[config.mk]
export PLATFORM = sky130hd
export DESIGN_NAME = mem_port_arbiter
export DESIGN_NICKNAME = d
export VERILOG_FILES = /design/src/rtl/mem_port_arbiter.sv
export SDC_FILE = /design/constraint.sdc
export NUM_CORES = 1
export LEC_CHECK = 0
export ABC_AREA = 1
export CAP_MARGIN = 5
export CORE_MARGIN = 1
export CORE_UTILIZATION = 30
export CTS_CLUSTER_DIAMETER = 80
export DETAILED_ROUTE_END_ITERATION = 16
export PLACE_DENSITY_LB_ADDON = 0.2
export SLEW_MARGIN = 40
export SYNTH_ARGS = -nofsm -noshare
export SYNTH_HDL_FRONTEND = slang
export SYNTH_SLANG_ARGS = --single-unit
[constraint.sdc]
create_clock -name clk -period 2.2 [get_ports clk]
set_clock_uncertainty 0.15 [all_clocks]
set_input_delay 0.22 -clock clk [delete_from_list [all_inputs] [get_ports clk]]
set_output_delay 0.22 -clock clk [all_outputs]
set_load 0.01 [all_outputs]
[src/rtl/mem_port_arbiter.sv]
// -----------------------------------------------------------------------------
// mem_port_arbiter
// Shares port B of the unified instruction/data memory between NUM_REQ on-chip
// requesters (VGA reader, input poller, DMA, ...). Each access takes a single
// cycle. Arbitration is round-robin, and a requester can hold a lock on the
// port across a read-modify-write sequence.
//
// Optional feature macro: MEMARB_FIXED_PRIORITY_EN
//   defined   -> the lowest requesting index always wins; no round-robin pointer
//   undefined -> round-robin starting after the most recent winner (default)
//
// Ports
//   clk        in   system clock, all logic on posedge
//   reset      in   synchronous, active-high
//   req        in   per-requester access request, held until granted
//   lock       in   keep ownership of the port after a grant (RMW)
//   we_req     in   1 = write, 0 = read
//   addr_req   in   flat, requester i at [i*ADDR_WIDTH +: ADDR_WIDTH]
//   wdata_req  in   flat, requester i at [i*DATA_WIDTH +: DATA_WIDTH]
//   gnt        out  one-hot-or-zero, combinational; access issued at this edge
//   rvalid     out  registered; read data valid for requester i this cycle
//   rdata      out  shared read data (qualify with rvalid)
//   mem_addr   out  memory addr2
//   mem_din    out  memory dataIn2
//   mem_we     out  memory we2
//   mem_dout   in   memory dataOut2
// -----------------------------------------------------------------------------
module mem_port_arbiter #(
   parameter int DATA_WIDTH = 16,
   parameter int ADDR_WIDTH = 16,
   parameter int NUM_REQ    = 3
) (
   input  logic                             clk,
   input  logic                             reset,
   input  logic [NUM_REQ-1:0]               req,
   input  logic [NUM_REQ-1:0]               lock,
   input  logic [NUM_REQ-1:0]               we_req,
   input  logic [NUM_REQ*ADDR_WIDTH-1:0]    addr_req,
   input  logic [NUM_REQ*DATA_WIDTH-1:0]    wdata_req,
   output logic [NUM_REQ-1:0]               gnt,
   output logic [NUM_REQ-1:0]               rvalid,
   output logic [DATA_WIDTH-1:0]            rdata,
   output logic [ADDR_WIDTH-1:0]            mem_addr,
   output logic [DATA_WIDTH-1:0]            mem_din,
   output logic                             mem_we,
   input  logic [DATA_WIDTH-1:0]            mem_dout
);

   localparam int IDX_W = (NUM_REQ > 1) ? $clog2(NUM_REQ) : 1;

   typedef enum logic {ARB, LOCKED} state_t;

   state_t               state;
   state_t               next_state;
   logic [IDX_W-1:0]     owner;
   logic [IDX_W-1:0]     win;
   logic                 win_valid;
   logic [NUM_REQ-1:0]   rvalid_q;
   logic [ADDR_WIDTH-1:0] last_addr;
`ifndef MEMARB_FIXED_PRIORITY_EN
   logic [IDX_W-1:0]     rr_ptr;
`endif

   // Winner selection. While locked only the owner may win. Otherwise the
   // candidates are scanned so that the preferred one is visited last and
   // therefore overrides any earlier match.
   always_comb begin
      logic [IDX_W-1:0] cand;
      win       = '0;
      win_valid = 1'b0;
      cand      = '0;
      if (state == LOCKED) begin
         if (req[owner]) begin
            win       = owner;
            win_valid = 1'b1;
         end
      end else begin
`ifdef MEMARB_FIXED_PRIORITY_EN
         for (int i = NUM_REQ - 1; i >= 0; i--) begin
            cand = IDX_W'(i);
            if (req[cand]) begin
               win       = cand;
               win_valid = 1'b1;
            end
         end
`else
         for (int k = NUM_REQ; k >= 1; k--) begin
            cand = IDX_W'((int'(rr_ptr) + k) % NUM_REQ);
            if (req[cand]) begin
               win       = cand;
               win_valid = 1'b1;
            end
         end
`endif
      end
      if (reset) begin
         win_valid = 1'b0;
      end
   end

   // State register for the lock FSM.
   always_ff @(posedge clk) begin
      if (reset) begin
         state <= ARB;
      end else begin
         state <= next_state;
      end
   end

   // Next-state logic: a locked grant captures the port; the owner releases
   // it simply by dropping lock, even in a cycle where it is still granted.
   always_comb begin
      next_state = state;
      case (state)
         ARB: begin
            if (win_valid && lock[win]) begin
               next_state = LOCKED;
            end
         end
         LOCKED: begin
            if (!lock[owner]) begin
               next_state = ARB;
            end
         end
         default: next_state = ARB;
      endcase
   end

   // Output logic. The memory port is steered straight from the winner so the
   // access lands at the granting edge. With no winner the address holds its
   // previous value. Reset forces the port quiet and hides any pending rvalid.
   always_comb begin
      gnt      = '0;
      mem_we   = 1'b0;
      mem_din  = '0;
      mem_addr = reset ? '0 : last_addr;
      if (win_valid) begin
         gnt[win] = 1'b1;
         mem_we   = we_req[win];
         mem_din  = wdata_req[int'(win)*DATA_WIDTH +: DATA_WIDTH];
         mem_addr = addr_req[int'(win)*ADDR_WIDTH +: ADDR_WIDTH];
      end
      rvalid = rvalid_q & {NUM_REQ{~reset}};
      rdata  = mem_dout;
   end

   // Datapath registers: lock owner, round-robin pointer, read-valid pipeline
   // and the held address.
   always_ff @(posedge clk) begin
      if (reset) begin
         owner     <= '0;
         rvalid_q  <= '0;
         last_addr <= '0;
`ifndef MEMARB_FIXED_PRIORITY_EN
         rr_ptr    <= IDX_W'(NUM_REQ - 1);
`endif
      end else begin
         rvalid_q <= '0;
         if (win_valid) begin
            rvalid_q[win] <= ~we_req[win];
            last_addr     <= mem_addr;
`ifndef MEMARB_FIXED_PRIORITY_EN
            rr_ptr        <= win;
`endif
            if (state == ARB && lock[win]) begin
               owner <= win;
            end
         end
      end
   end

endmodule

### Yosys cells after proc, flatten, opt, wreduce, memory -nomap -nowiden

Index checks and enable logic that the tools add are counted.

| cells by class | value |
|---|---|
| mux-type cells | 35 |
| reduce and logical (&&, ||, !) cells | 5 |
| magnitude comparators | 6 |
| shifts and indexed selects | 2 |
| bitwise logic cells | 6 |
| div/mod/pow operators | 3 |
| add/sub/neg operators | 3 |

Operator list:

| operator | count |
|---|---|
| $mod 32x3->32 const B | 3 |
| $shiftx 48x7->16 | 2 |
| $mux 16 | 3 |
| $mux 1 | 17 |
| $lt 2x3->1 const B | 5 |
| $bmux 1 s2 | 7 |
| $mux 2 | 5 |
| $add 2x2->3 const B | 2 |
| $and 3x3->3 | 2 |
| $not 1->1 | 4 |
| $add 2x1->3 const B | 1 |
| $logic_and 1x1->1 | 3 |
| $mux 3 | 1 |
| $demux 1 s2 | 1 |
| $ge 2x1->1 const B | 1 |
| $pmux 1 s2 | 1 |
| $reduce_and 2->1 | 1 |
| $reduce_or 2->1 | 1 |

| word-level totals | value |
|---|---|
| word-level logic and storage cells | 65 |
| bits in registers | 24 |
| input bits | 123 |
| output and inout port bits | 55 |

### Longest topological paths before layout

| depth | value |
|---|---|
| depth in word-level cells | 13 |
| depth in mapped cells | 19 |
| gate-level depth less buffers | 18 |

### Worst setup path before layout

OpenSTA, ideal clock, no wires.

| timing | value |
|---|---|
| kind | register to output |
| start point | register rr_ptr[0] |
| end point | output mem_din[11] |
| stages on the path, launching flop included | 17 |
| buffers on the path | 1 |
| data required time | 1.830 ns |
| arrival | 2.060 ns |
| path slack | -0.230 ns |
| path through | dfxtp_1 inv_1 ha_1 inv_2 nand2_1 nand2_1 nand2_1 nand2_2 nand2_1 inv_2 nand2_1 nand2_2 nand2_4 nor2_4 buf_2 nand2_1 a31oi_1 |

| between the ends | value |
|---|---|
| longest elaborated chain between the ends | 10 |
| elaborated cells between the ends (all ways) | 23 |
| those cells by class | add/sub (3); div (3); shift (1); mux (16) |

Ends and longest elaborated chain:

| what | line | source |
|---|---|---|
| start, declared | 61 | `logic [IDX_W-1:0] rr_ptr;` |
| start signal, assigned | 155 | `rr_ptr <= IDX_W'(NUM_REQ - 1);` |
| start signal, assigned | 163 | `rr_ptr <= win;` |
| $add 2x2->3 | 88 | `cand = IDX_W'((int'(rr_ptr) + k) % NUM_REQ);` |
| $mod 32x3->32 | 88 |  |
| $bmux 1 s2 | 89 | `if (req[cand]) begin` |
| $mux 1 (not written as such) | 89 |  |
| $mux 2 / $mux 1 (equally long branches) (3 in series) | 89 |  |
| $mux 2 / $mux 1 (equally long branches) | 72 | `if (state == LOCKED) begin` |
| $shiftx 48x7->16 / $mux 1 (equally long branches) | 140, 96 |  |
| $mux 16 * | 137 | `if (win_valid) begin` |
| end, declared | 44 | `output logic [DATA_WIDTH-1:0] mem_din,` |

Mark *: on every way between the ends. The rest lies on a longest branch, timed or not. The select of a mux whose other input is x is not followed.

### Worst setup path after layout

| timing | value |
|---|---|
| start point | register rr_ptr[0] |
| end point | output mem_addr[12] |

| between the ends | value |
|---|---|
| longest elaborated chain between the ends | 10 |
| elaborated cells between the ends (all ways) | 23 |
| those cells by class | add/sub (3); div (3); shift (1); mux (16) |

Ends and longest elaborated chain:

| what | line | source |
|---|---|---|
| $add 2x2->3 | 88 |  |
| $mod 32x3->32 | 88 |  |
| $bmux 1 s2 | 89 |  |
| $mux 1 (not written as such) | 89 |  |
| $mux 2 / $mux 1 (equally long branches) (3 in series) | 89 |  |
| $mux 2 / $mux 1 (equally long branches) | 72 |  |
| $shiftx 48x7->16 / $mux 1 (equally long branches) | 141, 96 |  |
| $mux 16 * | 137 |  |
| end, declared | 43 | `output logic [ADDR_WIDTH-1:0] mem_addr,` |

Marked as above.

==> summary.txt <==
Routing
  • First DRT Iteration DRCs: 54
  • Vias per cell: 4.66
  • Via count: 3132
  • DRT antenna net count: 0
  • Per-cell routed wire length: around 13 microns
  • # DRC: 0
  • DRT Wirelength: between 8000 and 9000 microns
  • TritonRoute pass-1 iters: 4

Synthesis
  • Post-synthesis mux area share: 0%
  • Largest family of logic cells by synthesized area: simple AND/OR/NAND/NOR gates
  • Sequential area share after synthesis: a little under a quarter
  • Synth Area in Simple Gates: 53.1%
  • XOR/XNOR Fraction of Synth Area: 0%
  • Synth top area share: 28.5%
  • Compound-Gate Fraction of Synth Area: 6.94%
  • Adder-cell area share of the yosys netlist: 2.37%
  • Post-Syn Nets: 488
  • Cell Area, Synth: 2110 sq um
  • Netlist cell types: 28
  • Syn Area/Cell: ~5.8 sq um
  • Cells after Synth: 361
  • Syn. warnings: 0
  • Area contributors post-synth: nand2_1, dfxtp_1, nand3_1
  • Leading area contributor after synthesis: nand2_1
  • Register bit total from synthesis: 24

Die
  • FP Rows: 30
  • Die width: 85.9 microns
  • Die area: 7370 sq um
  • Core ar.: between 6000 and 7000 sq um
  • Initial Utilization: 31.0%
  • Io pins: 178
  • Die H: ~86 microns

STA
  • RSZ-0062 raised after global routing: yes
  • Fmax: 0.351 GHz
  • Hold Vio Cnt, Final: 0
  • Final WS setup: -653 ps
  • Setup Viol. Count Final: 57
  • Post-route setup TNS: -24170 ps
  • Min Tclk post-route: roughly 2900 ps
  • Least-Margin Pin Slew: 239 ps
  • Tcrit/Tclk final: 130%
  • Slew margin rel.: 84.0%
  • Slew Limit Fails: 0

Power
  • Leakage: approximately 2.4 nW
  • Peak supply drop: a little under 900 uV
  • Pwr/cell area: approximately 1700 nW/um^2

Placed design
  • Area of placed instances: 4090 sq um
  • Pre-CTS setup slack: -808 ps
  • DP HPWL: roughly 6000 microns
  • PortBufs: 145
  • Gp weighted congestion: 0.809

Worst setup path
  • Worst reg2reg path startpoint: rr_ptr[0]$_SDFFE_PP0P_
  • Peak fanout along the critical path: 7
  • CP arrival: 2480 ps
  • CP max stage delay: 350 ps
  • Worst path cell trace: inv_2 > ha_4 > inv_4 > buf_4 > buf_4 > nand3_1 > nand2_1 > inv_2 > nand2_4 > nand2_4 > nor2_4 > buf_6 > buf_12 > buf_12 > nand2_2 > nand3_2 > nand2_2 > nand2_1 > buf_2
  • RR Endpoint: last_addr[0]$_SDFFE_PP0P_
  • Worst Setup End Kind: output port
  • Crit path kind: reg -> out
  • Highest-delay cell along the critical path: dfxtp_2
  • Worst EP required: roughly 1800 ps
  • Cell count of the worst reg-to-reg path: 24
  • Crit path launch type: flop
  • R2r setup slk: -510 ps

Layout
  • Final Core Density: between 70% and 80%
  • Most common cell after layout, fill and taps aside: clkdlybuf4s50_1
  • # diodes: 0
  • Commonest cells after routing, fill and taps aside: clkdlybuf4s50_1, nand2_1, buf_4, nand2_2, nand3_1
  • Nets: 704
  • Multi-input logic area: about 1700 sq um
  • Sequential cell area: 483 sq um
  • Area grow syn2layout: 127%
  • Share of cells above drive strength 1: 43.6%
  • Fillcell total: 557
  • Final instance area: 4800 sq um

Min path
  • Worst Hold Endpoint: rdata[12]
  • HP Start: mem_dout[12]
  • Hold path depth: 0
  • Hold WC Path Type: in -> out

Global route
  • Total global routing overflow: 0
  • Met2 usage: 46.3%
  • Vias in the first global route: 3199
  • GR Layer Usage met3: around 4.6%
  • Initial antenna violation count: 0
  • Tot GR Track Use: a little under a quarter
  • Most Used Layer, Global Route: met2
  • First-pass GRT wire length: 14000 microns
  • Largest net degree at the start of global routing: 24
  • M1 GR Usage: 25.5%

CTS
  • CTS Root Cell: clkbuf_8
  • Clock latency at the later pin of the worst-skew pair: roughly 270 ps
  • Sink Count: 24
  • Worst-path clk slew: about 90 ps
  • CTS buffer count: 3
  • CTS tree: done
  • Longest Clk Path Bufs: 2
  • H-tree depth: 1

Flow run
  • Max Cap Viol: 0

Status
  • Violated checks: setup timing
  • Status: finished, violations left
==> logic make-up after synthesis <==
kind of cell,Yosys count
simple gates,252
compound gates,23
buf+inv,58
fa+ha+maj,4
flops,24
==> report_power, final <==
group,leakage (nW),switching [W],internal (W)
Clock,0.0357,0.000160,0.000244
Combinational,2.13,0.00358,0.00363
Sequential,0.198,0.0000595,0.000592
Total,2.37,0.00380,0.00446
==> area by class of cell <==
class | count | area share [%]
clock buffer | 3 | 0.861
sequential | 24 | 10.1
timing repair buffer | 240 | 46.9
multi-input combinational | 279 | 36.3
inverter | 29 | 2.79
tap | 96 | 2.50
clock inverter | 1 | 0.626
==> registers in the layout, indices dropped and copies added, names as in the netlist <==
register and flops:
last_addr 16, rvalid_q 3, rr_ptr 2, state 1, owner 2
==> Yosys cell counts (all sizes together) <==
master / number
nand3: 47
a22oi: 1
inv: 29
ha: 4
clkbuf: 3
nor4: 1
nor3: 1
nand4: 19
dfxtp: 24
a21oi: 4
o211ai: 1
nor2: 18
a21boi: 1
buf: 26
a31oi: 10
o21ai: 6
nand2: 166
==> per-stage QoR <==
stage               hold slack, ps  cells  total power (W)
CTS                            290    668          0.00754
detailed placement             290    630          0.00603
global placement               290    630          0.00600
global route                   290    672          0.00886
floorplan                      149    361          0.00373
finish                         290    672          0.00826
==> repair_timing <==
action | CTS | global route
pin swaps | 28 | 24
hold buffers | 0 | 0
gates resized for setup | 206 | 72
endpoints found under the setup margin | 53 | 60
cloned | 2 | 1
buffers inserted | 32 | 13
==> critical path, delay by kind of cell, from the launching register on <==
kind	cells	cell delay, ps
flip-flops	1	350
AND/OR/NAND/NOR	9	610
buffers and inverters	9	940
adder cells (fa/ha/maj)	1	300
==> metal layers <==
metal | wire, microns | share of wire [%]
met3 | 453 | 5.1
met5 | 0 | 0
met1 | 3420 | 38
met4 | 184 | 2.1
met2 | 4870 | 55
==> worst max path at each step <==
| stage | startpoint | end | cells after the start |
|---|---|---|---|
| after floorplan | rr_ptr[0]$_SDFFE_PP0P_ | mem_addr[14] | 18 |
| after global placement | req[2] | mem_addr[10] | 15 |
| after detailed placement | req[1] | mem_addr[10] | 18 |
| after CTS | rr_ptr[0]$_SDFFE_PP0P_ | mem_addr[4] | 17 |
| after global routing | rr_ptr[0]$_SDFFE_PP0P_ | mem_addr[1] | 21 |
| final | rr_ptr[0]$_SDFFE_PP0P_ | mem_addr[12] | 19 |
Note: power is estimated with default switching activity, not from simulation.
